==> src/rtl/muldiv_if.sv <==
// Handshake and operand bundle between the execute stage and the mul/div sequencer.
interface muldiv_if #(
  parameter int DATA_W = 32
) ();
  logic              start;
  logic [2:0]        op;
  logic [DATA_W-1:0] a;
  logic [DATA_W-1:0] b;
  logic              kill;
  logic              busy;
  logic              done;
  logic [DATA_W-1:0] y;

  modport master (output start, op, a, b, kill, input busy, done, y);
  modport slave  (input start, op, a, b, kill, output busy, done, y);
endinterface

==> src/rtl/muldiv_seq.sv <==
// Iterative RV32M multiply/divide sequencer: one shared adder, fixed 35-cycle
// latency from the start-sampling edge to the done cycle.
//
// state | meaning
// IDLE  | waiting for start; operands latched on accept
// PREP  | take magnitudes, record result sign, clear accumulator and counter
// CALC  | STEPS iterations of shift-add (mul) or restoring subtract (div)
// FIX   | apply sign, force div-by-zero results, register y
// DONE  | one-cycle done pulse, busy low
module muldiv_seq #(
  parameter int DATA_W = 32,
  parameter int STEPS  = 32
) (
  input  logic     clk,
  input  logic     rst_n,
  muldiv_if.slave  bus
);

  localparam int CNT_W = $clog2(STEPS);

  typedef enum logic [2:0] {
    S_IDLE = 3'd0,
    S_PREP = 3'd1,
    S_CALC = 3'd2,
    S_FIX  = 3'd3,
    S_DONE = 3'd4
  } state_t;

  state_t              state_q, state_d;
  logic [2:0]          op_q, op_d;
  logic [DATA_W-1:0]   a_q, a_d;
  logic [DATA_W-1:0]   b_q, b_d;
  logic [DATA_W-1:0]   hi_q, hi_d;
  logic [DATA_W-1:0]   lo_q, lo_d;
  logic [DATA_W-1:0]   md_q, md_d;
  logic [CNT_W-1:0]    cnt_q, cnt_d;
  logic                neg_q, neg_d;
  logic [DATA_W-1:0]   y_q, y_d;

  // Operand sign interpretation depends on funct3.
  logic              is_div;
  logic              a_neg, b_neg;
  logic [DATA_W-1:0] abs_a, abs_b;

  assign is_div = op_q[2];
  assign a_neg  = a_q[DATA_W-1] & ((op_q == 3'd1) | (op_q == 3'd2) | (op_q == 3'd4) | (op_q == 3'd6));
  assign b_neg  = b_q[DATA_W-1] & ((op_q == 3'd1) | (op_q == 3'd4) | (op_q == 3'd6));
  assign abs_a  = a_neg ? (~a_q + 1'b1) : a_q;
  assign abs_b  = b_neg ? (~b_q + 1'b1) : b_q;

  // The single iteration adder. Divide sees the remainder shifted left with the
  // next dividend bit as a 33-bit value, so a remainder >= 2^31 still compares
  // correctly; its carry-out is the "no borrow" flag.
  logic [DATA_W:0]   add_x, add_y;
  logic [DATA_W+1:0] sum;
  logic [DATA_W-1:0] md_gated;

  assign md_gated = lo_q[0] ? md_q : {DATA_W{1'b0}};
  assign add_x    = is_div ? {hi_q, lo_q[DATA_W-1]} : {1'b0, hi_q};
  assign add_y    = is_div ? ~{1'b0, md_q} : {1'b0, md_gated};
  assign sum      = {1'b0, add_x} + {1'b0, add_y} + {{(DATA_W+1){1'b0}}, is_div};

  // Sign correction applied in FIX.
  logic [2*DATA_W-1:0] prod, prod_fix;
  logic [DATA_W-1:0]   quo_fix, rem_fix;

  assign prod     = {hi_q, lo_q};
  assign prod_fix = neg_q ? (~prod + 1'b1) : prod;
  assign quo_fix  = neg_q ? (~lo_q + 1'b1) : lo_q;
  assign rem_fix  = neg_q ? (~hi_q + 1'b1) : hi_q;

  assign bus.busy = (state_q == S_PREP) | (state_q == S_CALC) | (state_q == S_FIX);
  assign bus.done = (state_q == S_DONE);
  assign bus.y    = y_q;

  // State and datapath registers; reset clears everything asynchronously.
  always_ff @(posedge clk or negedge rst_n) begin
    if (!rst_n) begin
      state_q <= S_IDLE;
      op_q    <= '0;
      a_q     <= '0;
      b_q     <= '0;
      hi_q    <= '0;
      lo_q    <= '0;
      md_q    <= '0;
      cnt_q   <= '0;
      neg_q   <= 1'b0;
      y_q     <= '0;
    end else begin
      state_q <= state_d;
      op_q    <= op_d;
      a_q     <= a_d;
      b_q     <= b_d;
      hi_q    <= hi_d;
      lo_q    <= lo_d;
      md_q    <= md_d;
      cnt_q   <= cnt_d;
      neg_q   <= neg_d;
      y_q     <= y_d;
    end
  end

  // Next-state and datapath update; kill overrides everything outside IDLE.
  always_comb begin
    state_d = state_q;
    op_d    = op_q;
    a_d     = a_q;
    b_d     = b_q;
    hi_d    = hi_q;
    lo_d    = lo_q;
    md_d    = md_q;
    cnt_d   = cnt_q;
    neg_d   = neg_q;
    y_d     = y_q;

    case (state_q)
      S_IDLE: begin
        if (bus.start && !bus.kill) begin
          op_d    = bus.op;
          a_d     = bus.a;
          b_d     = bus.b;
          state_d = S_PREP;
        end
      end
      S_PREP: begin
        hi_d  = '0;
        cnt_d = '0;
        if (is_div) begin
          lo_d  = abs_a;
          md_d  = abs_b;
          neg_d = (op_q == 3'd6) ? a_neg : (a_neg ^ b_neg);
        end else begin
          lo_d  = abs_b;
          md_d  = abs_a;
          neg_d = a_neg ^ b_neg;
        end
        state_d = S_CALC;
      end
      S_CALC: begin
        if (is_div) begin
          hi_d = sum[DATA_W+1] ? sum[DATA_W-1:0] : add_x[DATA_W-1:0];
          lo_d = {lo_q[DATA_W-2:0], sum[DATA_W+1]};
        end else begin
          {hi_d, lo_d} = {sum[DATA_W:0], lo_q[DATA_W-1:1]};
        end
        cnt_d = cnt_q + 1'b1;
        if (cnt_q == CNT_W'(STEPS - 1)) begin
          state_d = S_FIX;
        end
      end
      S_FIX: begin
        case (op_q)
          3'd0:          y_d = prod_fix[DATA_W-1:0];
          3'd1, 3'd2,
          3'd3:          y_d = prod_fix[2*DATA_W-1:DATA_W];
          3'd4, 3'd5:    y_d = (b_q == '0) ? {DATA_W{1'b1}} : quo_fix;
          default:       y_d = (b_q == '0) ? a_q : rem_fix;
        endcase
        state_d = S_DONE;
      end
      S_DONE: begin
        state_d = S_IDLE;
      end
      default: begin
        state_d = S_IDLE;
      end
    endcase

    if (bus.kill && (state_q != S_IDLE)) begin
      state_d = S_IDLE;
      y_d     = y_q;
    end
  end

endmodule

==> src/flat_wrapper.sv <==
// flat-port wrapper written by rule: the top's interface ports become plain ports
module muldiv_seq_flat 
#(
  parameter int DATA_W = 32,
  parameter int STEPS  = 32
)
  (clk, rst_n, bus_start, bus_op, bus_a, bus_b, bus_kill, bus_busy, bus_done, bus_y);
  muldiv_if #(.DATA_W(DATA_W)) bus_i ();
  input  logic clk;
  input  logic rst_n;
  input wire logic [$bits(bus_i.start)-1:0] bus_start;
  input wire logic [$bits(bus_i.op)-1:0] bus_op;
  input wire logic [$bits(bus_i.a)-1:0] bus_a;
  input wire logic [$bits(bus_i.b)-1:0] bus_b;
  input wire logic [$bits(bus_i.kill)-1:0] bus_kill;
  output wire logic [$bits(bus_i.busy)-1:0] bus_busy;
  output wire logic [$bits(bus_i.done)-1:0] bus_done;
  output wire logic [$bits(bus_i.y)-1:0] bus_y;
  assign bus_i.start = bus_start;
  assign bus_i.op = bus_op;
  assign bus_i.a = bus_a;
  assign bus_i.b = bus_b;
  assign bus_i.kill = bus_kill;
  assign bus_busy = bus_i.busy;
  assign bus_done = bus_i.done;
  assign bus_y = bus_i.y;
  muldiv_seq #(.DATA_W(DATA_W), .STEPS(STEPS)) u_core (.clk(clk), .rst_n(rst_n), .bus(bus_i));
endmodule
==> config.mk <==
export PLATFORM = sky130hd
export DESIGN_NAME = muldiv_seq_flat
export DESIGN_NICKNAME = d
export VERILOG_FILES = /design/src/rtl/muldiv_if.sv /design/src/rtl/muldiv_seq.sv /design/src/flat_wrapper.sv
export SDC_FILE = /design/constraint.sdc
export NUM_CORES = 1
export LEC_CHECK = 0
export CELL_PAD_IN_SITES_DETAIL_PLACEMENT = 0
export CELL_PAD_IN_SITES_GLOBAL_PLACEMENT = 1
export CORE_ASPECT_RATIO = 2
export CORE_UTILIZATION = 50
export DETAILED_ROUTE_END_ITERATION = 7
export GPL_TIMING_DRIVEN = 0
export PLACE_DENSITY_LB_ADDON = 0.2
export SETUP_SLACK_MARGIN = 0.05
export SYNTH_ARGS = -nofsm -noshare
export SYNTH_HDL_FRONTEND = slang
export SYNTH_SLANG_ARGS = --single-unit
==> constraint.sdc <==
create_clock -name clk -period 13.3 [get_ports clk]
set_clock_uncertainty 0.2 [all_clocks]
set_input_delay 1.33 -clock clk [delete_from_list [all_inputs] [get_ports clk]]
set_output_delay 1.33 -clock clk [all_outputs]
set_load 0.1 [all_outputs]
* After elaboration in Yosys (flattened, before gate mapping)
Index checks and enable logic that the tools add are counted.
** Operators by class
- Add/subtract/negate cells :: 8
- Equal/unequal tests :: 13
- Muxes and demuxes :: 25
- Bitwise logic cells :: 17
- Reductions and logical operators :: 13
** Operators by type and width (count)
- 2-to-1 mux 32 bit :: 12
- adder 32 x 1 -> 32 bit (second input constant) :: 4
- inverter 32 bit :: 4
- one-hot mux 32 bit (2 select lines) :: 2
- one-hot mux 32 bit (3 select lines) :: 1
- 2-to-1 mux 33 bit :: 2
- adder 64 x 1 -> 64 bit (second input constant) :: 1
- 2-to-1 mux 64 bit :: 1
- inverter 64 bit :: 1
- adder 33 x 33 -> 34 bit :: 1
- adder 34 x 1 -> 34 bit :: 1
- inverter 32 -> 33 bit :: 1
- zero test 32 bit :: 1
- == test 3 x 2 -> 1 bit (second input constant) :: 4
- == test 3 bit (second input constant) :: 4
- one-hot mux 3 bit (4 select lines) :: 1
- one-hot mux 5 bit (2 select lines) :: 1
- 2-to-1 mux 3 bit :: 3
- bitwise OR 1 bit :: 7
- == test 3 x 1 -> 1 bit (second input constant) :: 2
- zero test 3 bit :: 2
- AND reduction 2 bit :: 3
- adder 5 x 1 -> 5 bit (second input constant) :: 1
- == test 5 bit (second input constant) :: 1
- 12 further kinds :: 15
** Word-level totals
- Register bits after elaboration :: 204
- Bits of input ports :: 71
- Output and inout bits :: 34
- Logic and storage cells :: 86

* Longest topological paths before layout
Gate-level depths: netlist (run 1).
- Word-level depth :: 8
- Gate-level depth with buffers :: 18
- Mapped depth without buffers :: 14

* Worst setup path after synthesis (run 1)
No wires, ideal clock.
- Path type :: reg-to-reg
- Start :: register u_core.op_q[2]
- End :: register u_core.hi_q[0]
- Setup time :: 0.129 ns
- Data arrival time :: 4.121 ns
- Required time :: 12.971 ns
- Path slack :: 8.850 ns
- Stages on the path, launching flop included :: 16
- Path buffers :: 6
- Period minus slack after synthesis :: 4.450 ns
- Path through :: dfrtp_1 > clkbuf_1 > clkbuf_1 > clkbuf_1 > mux2_2 > ha_1 > clkbuf_1 > nand4_1 > or4_1 > a21oi_1 > nor3_1 > or3_1 > clkbuf_1 > clkbuf_1 > o221ai_1 > o21ai_0
** Between the ends
- Word-level cells in the longest chain between the ends :: 6
- Elaborated cells between the ends (all ways) :: 7
- Classes of those cells :: add/sub: 2; mux: 5
** Ends and longest elaborated chain
- from (decl) :: line muldiv_seq.sv:30 : logic [2:0] op_q, op_d;
- from (signal assigned) :: line muldiv_seq.sv:91 : op_q <= op_d;
- 2-to-1 mux 33 bit, on equally long branches :: line muldiv_seq.sv:59, muldiv_seq.sv:60
- adder 33 x 33 -> 34 bit :: line muldiv_seq.sv:61 : assign sum = {1'b0, add_x} + {1'b0, add_y} + {{(DATA_W+1){1'b0}}, is_div};
- adder 34 x 1 -> 34 bit :: line muldiv_seq.sv:61
- 2-to-1 mux 32 bit :: line muldiv_seq.sv:141 : hi_d = sum[DATA_W+1] ? sum[DATA_W-1:0] : add_x[DATA_W-1:0];
- 2-to-1 mux 32 bit (*) :: line muldiv_seq.sv:140 : if (is_div) begin
- one-hot mux 32 bit (2 select lines) (*) :: line muldiv_seq.sv:116 : case (state_q)
- to (signal assigned) :: line muldiv_seq.sv:94 : hi_q <= hi_d;
- to (decl) :: line muldiv_seq.sv:33 : logic [DATA_W-1:0] hi_q, hi_d;
Mark *: on every way between the ends. The rest lies on a longest branch, timed or not.
A chain may end at the register's enable or synchronous reset.

* Worst setup path after layout (run 1)
- Start :: register u_core.op_q[2]
- End :: register u_core.lo_q[0]
** Between the ends
- Word-level cells in the longest chain between the ends :: 8
- Elaborated cells between the ends (all ways) :: 20
- Classes of those cells :: add/sub: 2; eq/ne: 4; mux: 7; bitwise: 7
** Ends and longest elaborated chain
- branches (longest 7 deep; another with adder 33 x 33 -> 34 bit)
- one-hot mux 32 bit (2 select lines) (*) :: line muldiv_seq.sv:116
- to (signal assigned) :: line muldiv_seq.sv:95 : lo_q <= lo_d;
- to (decl) :: line muldiv_seq.sv:34 : logic [DATA_W-1:0] lo_q, lo_d;
Mark *: on every way between the ends.

==> run_summary.xml, run 1 <==
<?xml version="1.0" encoding="UTF-8"?>
<metrics>
  <group name="status">
    <metric name="outcome" unit="">complete, no violations</metric>
  </group>
  <group name="detailed_routing">
    <metric name="first_iter_violations" unit="">1335</metric>
    <metric name="drt-total-wl" unit="um">71700</metric>
    <metric name="drt-pass1-iter-count" unit="">5</metric>
    <metric name="remaining_drc_errors" unit="">0</metric>
    <metric name="wl_per_instance" unit="um">29.0</metric>
    <metric name="num_vias" unit="">16200</metric>
    <metric name="detail-route-antenna-nets" unit="">0</metric>
    <metric name="route.detailed.vias_per_inst" unit="">6.54</metric>
  </group>
  <group name="place">
    <metric name="dp.final_hpwl" unit="um">56100</metric>
    <metric name="globalplace.congestion" unit="">1.07</metric>
    <metric name="place.port_buffers" unit="">104</metric>
    <metric name="dpl.cell_count" unit="">2432</metric>
  </group>
  <group name="cts">
    <metric name="clock_path_buffers" unit="">3</metric>
    <metric name="clock_transition_at_the_registers_of_the_reported_paths" unit="ps">70</metric>
    <metric name="cts_buffers" unit="">21</metric>
    <metric name="clock_tree_from_tritoncts" unit="">done</metric>
    <metric name="clock_sink_count" unit="">204</metric>
    <metric name="post_cts.repair.setup_buffers" unit="">0</metric>
    <metric name="clock-root-buffer" unit="">sky130_fd_sc_hd__clkbuf_16</metric>
    <metric name="holdBufCountCts" unit="">0</metric>
    <metric name="cts_htree_levels" unit="">1</metric>
    <metric name="clock_latency" unit="ps">570</metric>
    <metric name="cts_repair_resized_insts" unit="">0</metric>
  </group>
  <group name="setup_path">
    <metric name="critical_path.reg2reg.endpoint" unit="">u_core.lo_q[0]$_DFFE_PN0P_</metric>
    <metric name="r2r_cells" unit="">14</metric>
    <metric name="worst_ep_required_time" unit="ps">13580</metric>
    <metric name="cp_launch_type" unit="">flop</metric>
    <metric name="setup.worst_path.class" unit="">reg2reg</metric>
    <metric name="worst-r2r-setup-slack" unit="ps">5550</metric>
    <metric name="r2r_start" unit="">u_core.op_q[2]$_DFFE_PN0P_</metric>
    <metric name="cp-end-kind" unit="">flop</metric>
    <metric name="critical-path-top-cell-by-count" unit="">sky130_fd_sc_hd__clkbuf_1</metric>
    <metric name="path_max_fanout" unit="">10</metric>
    <metric name="cp_max_stage_cell" unit="">sky130_fd_sc_hd__clkbuf_1</metric>
    <metric name="path_cells" unit="">clkbuf_1 &gt; clkbuf_1 &gt; clkbuf_1 &gt; mux2_2 &gt; ha_1 &gt; clkbuf_1 &gt; nand4_1 &gt; or4_1 &gt; a21oi_1 &gt; nor3_1 &gt; o21ai_1 &gt; clkbuf_1 &gt; o21ai_0 &gt; o21ai_0</metric>
    <metric name="timing.critical_path.arrival" unit="ps">8030</metric>
    <metric name="timing.critical_path.slowest_cell_delay" unit="ps">820</metric>
  </group>
  <group name="power_and_ir_drop">
    <metric name="power_per_cell_area" unit="nW/um^2">288</metric>
    <metric name="worst_ir_drop_vdd" unit="uV">156</metric>
    <metric name="p_leak" unit="nW">7.31</metric>
  </group>
  <group name="hold_path">
    <metric name="hold_startpoint" unit="">u_core.bus.y[4]$_DFFE_PN0P_</metric>
    <metric name="holdCritPathClass" unit="">reg2reg</metric>
    <metric name="worst_case_hold_path_end_point" unit="">u_core.bus.y[4]$_DFFE_PN0P_</metric>
    <metric name="min_delay_path_depth" unit="">2</metric>
  </group>
  <group name="floorplan">
    <metric name="design.portCount" unit="">105</metric>
    <metric name="die_w" unit="um">128</metric>
    <metric name="core_region_area" unit="um^2">31000</metric>
    <metric name="area_enclosed_by_the_die_boundary" unit="um^2">32400</metric>
    <metric name="floorplan.initialDensity" unit="%">51.1</metric>
    <metric name="die_y" unit="um">253</metric>
    <metric name="row_count" unit="">91</metric>
  </group>
  <group name="finish">
    <metric name="net_count_final" unit="">2149</metric>
    <metric name="stdcell_count" unit="">2473</metric>
    <metric name="area_growth" unit="%">14.8</metric>
    <metric name="drive_above_1_share" unit="%">8.05</metric>
  </group>
  <group name="synth">
    <metric name="synth.top_cells.by_area" unit="">sky130_fd_sc_hd__dfrtp_1, sky130_fd_sc_hd__mux2_2, sky130_fd_sc_hd__o21ai_0, sky130_fd_sc_hd__nand2_1, sky130_fd_sc_hd__xnor2_1</metric>
    <metric name="yosys_warnings" unit="">0</metric>
    <metric name="yosys.area.top_type" unit="">sky130_fd_sc_hd__dfrtp_1</metric>
    <metric name="synth-edff-count" unit="">0</metric>
    <metric name="yosysUniqueCellTypes" unit="">69</metric>
    <metric name="ys_seq_area_share" unit="%">32.3</metric>
    <metric name="async_reset_ff_share" unit="%">100</metric>
    <metric name="yosys.area.top_type_share" unit="%">32.3</metric>
    <metric name="synth-seq-cells" unit="">204</metric>
    <metric name="postSynthNetCount" unit="">2019</metric>
    <metric name="cell_area_synth" unit="um^2">15800</metric>
    <metric name="synthesis.area_per_instance" unit="um^2">8.29</metric>
    <metric name="ys.flop_type" unit="">sky130_fd_sc_hd__dfrtp_1</metric>
    <metric name="number_of_standard_cells_after_synthesis" unit="">1908</metric>
  </group>
  <group name="global_route">
    <metric name="grt_first_pass_wirelength" unit="um">104000</metric>
    <metric name="antenna_found_initial" unit="">6</metric>
    <metric name="grt_util_all_layers" unit="%">45.0</metric>
    <metric name="maximum_number_of_pins_on_one_net_before_global_route_repair" unit="">116</metric>
    <metric name="grt-ovfl-total" unit="">0</metric>
    <metric name="first_global_vias" unit="">16300</metric>
  </group>
  <group name="sta">
    <metric name="fin_tns_setup" unit="ps">0</metric>
    <metric name="timing.final.hold_violations" unit="">0</metric>
    <metric name="worst-slew-pin-transition" unit="ps">1350</metric>
    <metric name="relSlewSlack" unit="%">10.1</metric>
    <metric name="layout_min_cycle_time" unit="ps">7750</metric>
    <metric name="grt_setup_unrepaired" unit="">no</metric>
    <metric name="period_utilisation_layout" unit="%">58.3</metric>
    <metric name="timing_limited_maximum_frequency" unit="MHz">129</metric>
    <metric name="slew_viol_final" unit="">0</metric>
    <metric name="setup_viol_count_final" unit="">0</metric>
  </group>
  <group name="run">
    <metric name="cap_viol_max_count" unit="">0</metric>
  </group>
</metrics>
==> layout make-up <==
cell class / instances / area (um^2)
multi-input combinational: 1516 / 9990
tap: 418 / 523
inverter: 23 / 86.3
fill: 2934 / 12800
antenna: 5 / 12.5
buffer: 165 / 638
sequential: 204 / 5100
clock inverter: 7 / 123
clock buffer: 28 / 582
timing repair buffer: 107 / 1090
==> synth_stat cells (9+ instances only) <==
cell,count
sky130_fd_sc_hd__a21oi_1,124
sky130_fd_sc_hd__mux2_2,101
sky130_fd_sc_hd__buf_1,15
sky130_fd_sc_hd__o21ai_0,198
sky130_fd_sc_hd__nand4_1,9
sky130_fd_sc_hd__nor2_1,156
sky130_fd_sc_hd__nand2_1,247
sky130_fd_sc_hd__nand3_1,23
sky130_fd_sc_hd__nor4_1,21
sky130_fd_sc_hd__a221o_1,9
sky130_fd_sc_hd__mux2i_1,49
sky130_fd_sc_hd__o211ai_1,13
sky130_fd_sc_hd__nor3_1,30
sky130_fd_sc_hd__a21o_1,19
sky130_fd_sc_hd__or4_1,15
sky130_fd_sc_hd__or3_1,19
sky130_fd_sc_hd__o22ai_1,19
sky130_fd_sc_hd__nand2b_1,13
sky130_fd_sc_hd__o21a_1,9
sky130_fd_sc_hd__o41ai_1,16
sky130_fd_sc_hd__and2_1,9
sky130_fd_sc_hd__ha_1,38
sky130_fd_sc_hd__clkbuf_1,145
sky130_fd_sc_hd__o31ai_1,33
sky130_fd_sc_hd__xnor2_1,88
sky130_fd_sc_hd__o221ai_1,59
sky130_fd_sc_hd__xor2_1,82
sky130_fd_sc_hd__inv_1,21
sky130_fd_sc_hd__dfrtp_1,204
==> per-stage QoR <==
step / util (%) / hold WS (ps) / total power, mW / area, um^2 / worst slack (ps)
after floorplan: - / 249 / 3.37 / 15800 / 8850
after global placement: 56.1 / 268 / 4.40 / 17400 / 2080
after detailed placement: 56.3 / 276 / 4.43 / 17400 / 6200
after CTS: 58.5 / 290 / 5.08 / 18100 / 6160
after global routing: 58.6 / 315 / 5.47 / 18100 / 5460
final: 58.6 / 290 / 5.23 / 18200 / 5550
==> where the power goes <==
part	internal, mW	switching, mW	total (mW)
Sequential	0.853	0.266	1.12
Clock	0.366	0.273	0.639
Combinational	1.13	2.35	3.47
==> routing by layer <==
metal  up-vias  share of wire (%)  GRT usage [%]
met1      7769                 32           42.9
met3       363                7.1           10.0
li1       7197                  -              -
met2       840                 49           76.7
met5         -              0.024          0.159
met4         2                 12           47.0
==> cells in the final DEF (no fill, tap or decap), types with 8 or more instances in the layout <==
cell / instances
sky130_fd_sc_hd__o22ai_1: 19
sky130_fd_sc_hd__nand4_1: 9
sky130_fd_sc_hd__nand2b_1: 13
sky130_fd_sc_hd__and2_1: 9
sky130_fd_sc_hd__mux2_2: 101
sky130_fd_sc_hd__o221ai_1: 59
sky130_fd_sc_hd__mux2i_1: 49
sky130_fd_sc_hd__o41ai_1: 15
sky130_fd_sc_hd__a21oi_1: 124
sky130_fd_sc_hd__ha_1: 38
sky130_fd_sc_hd__clkbuf_1: 149
sky130_fd_sc_hd__a221o_1: 9
sky130_fd_sc_hd__nand3_1: 23
sky130_fd_sc_hd__inv_1: 21
sky130_fd_sc_hd__nor2_1: 156
sky130_fd_sc_hd__clkbuf_16: 21
sky130_fd_sc_hd__o31ai_1: 33
sky130_fd_sc_hd__xnor2_1: 88
sky130_fd_sc_hd__a31oi_1: 8
sky130_fd_sc_hd__or4_1: 15
sky130_fd_sc_hd__clkdlybuf4s50_1: 103
sky130_fd_sc_hd__o211ai_1: 13
sky130_fd_sc_hd__nor3_1: 30
sky130_fd_sc_hd__xor2_1: 82
sky130_fd_sc_hd__a21o_1: 19
sky130_fd_sc_hd__dfrtp_1: 204
sky130_fd_sc_hd__or3_1: 19
sky130_fd_sc_hd__buf_1: 15
sky130_fd_sc_hd__o21a_1: 9
sky130_fd_sc_hd__nand2_1: 247
sky130_fd_sc_hd__nor4_1: 20
sky130_fd_sc_hd__and3_1: 8
sky130_fd_sc_hd__o21ai_0: 198
==> state kept, by name, summed over array words and instances, names as in the netlist <==
name and cells:
u_core.b_q 32, u_core.op_q 3, u_core.lo_q 32, u_core.hi_q 32
u_core.cnt_q 5, u_core.a_q 32, u_core.neg_q 1, u_core.md_q 32
u_core.bus.y 32, u_core.state_q 3
==> worst max-delay path, delay by kind of cell (launching register included) <==
kind | cells | cell delay (ps)
simple gates | 3 | 1030
buf+inv | 5 | 2870
fa+ha+maj | 1 | 270
compound gates | 4 | 2090
mux | 1 | 420
flops | 1 | 800
==> kinds of logic (layout without fill, tap and decap cells) <==
group,count (synthesis),after routing,share of synthesized area [%]
fa+ha+maj,40,40,3.26
flops,204,204,32.3
mux,150,150,10.3
xor+xnor,170,170,9.42
buf+inv,188,330,4.58
simple gates,580,580,16.7
other cells,0,5,0
compound gates,576,576,23.5
==> how the worst max path moves through the flow <==
stage | depth (start not counted) | slack, ps | from | endpoint
after global placement | 1 | 2080 | rst_n | u_core.b_q[29]$_DFFE_PN0P_
after CTS | 14 | 6160 | u_core.op_q[2]$_DFFE_PN0P_ | u_core.hi_q[30]$_DFFE_PN0P_
after floorplan | 15 | 8850 | u_core.op_q[2]$_DFFE_PN0P_ | u_core.hi_q[0]$_DFFE_PN0P_
after detailed placement | 14 | 6200 | u_core.op_q[2]$_DFFE_PN0P_ | u_core.hi_q[30]$_DFFE_PN0P_
final | 14 | 5550 | u_core.op_q[2]$_DFFE_PN0P_ | u_core.lo_q[0]$_DFFE_PN0P_
after global routing | 14 | 5460 | u_core.op_q[2]$_DFFE_PN0P_ | u_core.hi_q[27]$_DFFE_PN0P_
Power figures use the tool's default switching activity.
==> run 2, diff against run 1 <==
Settings changed: CORE_UTILIZATION 50 to 46.
Clock period 13.3 ns to 7.2 ns, I/O delays scaled along.
==> run_summary.xml, run 2 (same netlist as run 1, synthesis figures left out) <==
<?xml version="1.0" encoding="UTF-8"?>
<metrics>
  <group name="status">
    <metric name="outcome" unit="">complete, but fails checks</metric>
    <metric name="violated_checks" unit="">negative hold slack</metric>
  </group>
  <group name="cts">
    <metric name="clock_latency" unit="ps">540</metric>
    <metric name="clock_transition_at_the_registers_of_the_reported_paths" unit="ps">60</metric>
    <metric name="clock_sink_count" unit="">204</metric>
    <metric name="clock-root-buffer" unit="">sky130_fd_sc_hd__clkbuf_16</metric>
    <metric name="cts_htree_levels" unit="">1</metric>
    <metric name="cts_buffers" unit="">22</metric>
    <metric name="post_cts.repair.setup_buffers" unit="">0</metric>
    <metric name="clock_path_buffers" unit="">3</metric>
    <metric name="holdBufCountCts" unit="">0</metric>
    <metric name="clock_tree_from_tritoncts" unit="">done</metric>
  </group>
  <group name="sta">
    <metric name="layout_min_cycle_time" unit="ps">6950</metric>
    <metric name="relSlewSlack" unit="%">4.26</metric>
    <metric name="setup_viol_count_final" unit="">0</metric>
    <metric name="final.hold.worst_slack" unit="ps">-0.635</metric>
    <metric name="period_utilisation_layout" unit="%">96.6</metric>
    <metric name="timing.final.hold_violations" unit="">3</metric>
    <metric name="timing_limited_maximum_frequency" unit="MHz">144</metric>
    <metric name="slew_viol_final" unit="">0</metric>
    <metric name="grt_setup_unrepaired" unit="">no</metric>
    <metric name="worst-slew-pin-transition" unit="ps">1420</metric>
  </group>
  <group name="setup_path">
    <metric name="cp-end-kind" unit="">flop</metric>
    <metric name="setup.worst_path.class" unit="">reg2reg</metric>
    <metric name="cp_max_stage_cell" unit="">sky130_fd_sc_hd__dfrtp_1</metric>
    <metric name="critical-path-top-cell-by-count" unit="">sky130_fd_sc_hd__clkbuf_1</metric>
    <metric name="cp_launch_type" unit="">flop</metric>
    <metric name="critical_path.reg2reg.endpoint" unit="">u_core.hi_q[12]$_DFFE_PN0P_</metric>
    <metric name="worst_ep_required_time" unit="ps">7460</metric>
    <metric name="r2r_cells" unit="">14</metric>
    <metric name="timing.critical_path.slowest_cell_delay" unit="ps">650</metric>
    <metric name="r2r_start" unit="">u_core.op_q[2]$_DFFE_PN0P_</metric>
    <metric name="path_max_fanout" unit="">10</metric>
    <metric name="worst-r2r-setup-slack" unit="ps">250</metric>
    <metric name="path_cells" unit="">clkbuf_1 &gt; clkbuf_2 &gt; clkbuf_2 &gt; mux2_2 &gt; ha_1 &gt; clkbuf_1 &gt; nand4_1 &gt; or4_1 &gt; a21oi_1 &gt; nor3_1 &gt; o21ai_1 &gt; clkbuf_1 &gt; o221ai_1 &gt; o21ai_0</metric>
    <metric name="timing.critical_path.arrival" unit="ps">7210</metric>
  </group>
  <group name="floorplan">
    <metric name="core_region_area" unit="um^2">33800</metric>
    <metric name="row_count" unit="">95</metric>
    <metric name="floorplan.initialDensity" unit="%">46.8</metric>
    <metric name="die_y" unit="um">264</metric>
    <metric name="area_enclosed_by_the_die_boundary" unit="um^2">35200</metric>
    <metric name="design.portCount" unit="">105</metric>
    <metric name="die_w" unit="um">133</metric>
  </group>
  <group name="finish">
    <metric name="most-common-layout-cells" unit="">sky130_fd_sc_hd__nand2_1, sky130_fd_sc_hd__dfrtp_1, sky130_fd_sc_hd__o21ai_0, sky130_fd_sc_hd__nor2_1, sky130_fd_sc_hd__clkbuf_1</metric>
    <metric name="drive_above_1_share" unit="%">8.48</metric>
    <metric name="count_of_fill_cells_added_during_filler_insertion" unit="">3296</metric>
    <metric name="net_count_final" unit="">2151</metric>
    <metric name="final_common_cell" unit="">sky130_fd_sc_hd__nand2_1</metric>
    <metric name="stdcell_area" unit="um^2">18200</metric>
    <metric name="area_growth" unit="%">15.1</metric>
  </group>
  <group name="detailed_routing">
    <metric name="route.detailed.vias_per_inst" unit="">6.59</metric>
    <metric name="detail-route-antenna-nets" unit="">0</metric>
    <metric name="drt-pass1-iter-count" unit="">5</metric>
    <metric name="first_iter_violations" unit="">1522</metric>
    <metric name="num_vias" unit="">16400</metric>
    <metric name="wl_per_instance" unit="um">30.9</metric>
    <metric name="remaining_drc_errors" unit="">0</metric>
    <metric name="drt-total-wl" unit="um">76800</metric>
  </group>
  <group name="global_route">
    <metric name="antenna_found_initial" unit="">3</metric>
    <metric name="grt_first_pass_wirelength" unit="um">111000</metric>
    <metric name="maximum_number_of_pins_on_one_net_before_global_route_repair" unit="">116</metric>
    <metric name="first_global_vias" unit="">16500</metric>
    <metric name="grt-ovfl-total" unit="">0</metric>
    <metric name="grt_util_all_layers" unit="%">44.2</metric>
  </group>
  <group name="place">
    <metric name="dp.final_hpwl" unit="um">59800</metric>
    <metric name="place.port_buffers" unit="">104</metric>
    <metric name="dpl_cell_area" unit="um^2">17400</metric>
    <metric name="globalplace.congestion" unit="">1.11</metric>
  </group>
  <group name="hold_path">
    <metric name="holdCritPathClass" unit="">in2async</metric>
  </group>
  <group name="power_and_ir_drop">
    <metric name="p_leak" unit="nW">7.34</metric>
    <metric name="power.total" unit="mW">9.87</metric>
    <metric name="power_per_cell_area" unit="nW/um^2">543</metric>
    <metric name="worst_ir_drop_vdd" unit="uV">292</metric>
  </group>
  <group name="run">
    <metric name="cap_viol_max_count" unit="">0</metric>
  </group>
</metrics>
run 2: cell count changes in the layout (fill, tap and decap cells not counted), sizes merged, moves of 2 or more:
cell    change
clkinv      +6
bufinv      -2
diode       -4
inv         -2
run 2: layout make-up:
class                           instances  area (um^2)  share of cell area [%]
Clock inverter                          8         75.1                   0.413
Inverter                               23         86.3                   0.475
Sequential cell                       204         5100                    28.1
Antenna cell                            1         2.50                  0.0138
Clock buffer                           29          638                    3.51
Multi-Input combinational cell       1516        10000                    55.0
Buffer                                165          641                    3.52
Timing Repair Buffer                  108         1090                    6.01
Tap cell                              436          546                    3.00
run 2: repair_timing:
item	in CTS	in global routing
gates resized for setup	1	3
endpoints found under the hold margin	0	0
endpoints found under the setup margin	5	23
run 2: worst max-delay path: cells and delay by family, from the launching register on:
kind,cells,cell delay [ps]
buffers and inverters,5,2540
muxes,1,400
DFF,1,650
AOI/OAI and AO/OA,4,1690
adders and majority gates,1,270
and+or+nand+nor,3,1110
run 2: how the worst max path moves through the flow:
| stage | cells past startpoint | from | slack (ps) | end |
|---|---|---|---|---|
| 2_1_floorplan | 15 | u_core.op_q[2]$_DFFE_PN0P_ | 2750 | u_core.hi_q[0]$_DFFE_PN0P_ |
| 3_3_place_gp | 1 | rst_n | -3560 | u_core.hi_q[10]$_DFFE_PN0P_ |
| 3_5_place_dp | 14 | u_core.op_q[2]$_DFFE_PN0P_ | -40 | u_core.hi_q[8]$_DFFE_PN0P_ |
| 4_1_cts | 16 | u_core.op_q[2]$_DFFE_PN0P_ | 180 | u_core.hi_q[12]$_DFFE_PN0P_ |
| 5_1_grt | 16 | u_core.op_q[2]$_DFFE_PN0P_ | 120 | u_core.hi_q[12]$_DFFE_PN0P_ |
| 6_report | 14 | u_core.op_q[2]$_DFFE_PN0P_ | 250 | u_core.hi_q[12]$_DFFE_PN0P_ |
run 2: metal layers:
| layer | GRT usage [%] | up-vias | wire length, um |
|---|---|---|---|
| met5 | 0 | - | 18 |
| met4 | 44.5 | 2 | 9480 |
| met3 | 8.96 | 436 | 4860 |
| met2 | 76.1 | 871 | 37600 |
| met1 | 42.7 | 7932 | 24800 |
| li1 | - | 7174 | - |
run 2: metrics by stage:
stage                     setup WS (ps)  std cells  setup TNS [ps]  util, %  hold slack, ps
after floorplan                    2750       1908               0        -             224
after global placement            -3560       2448         -716700     51.5             267
after detailed placement          -38.3       2450           -73.3     51.7             271
after CTS                           176       2487               0     53.8            46.9
after global routing                123       2489               0     53.9            56.8
final                               246       2490               0     53.9          -0.635
run 2: report_power, final:
part | switching [mW] | internal [mW]
Sequential | 0.489 | 1.58
Clock | 0.517 | 0.658
Combinational | 4.55 | 2.08
Total | 5.55 | 4.32
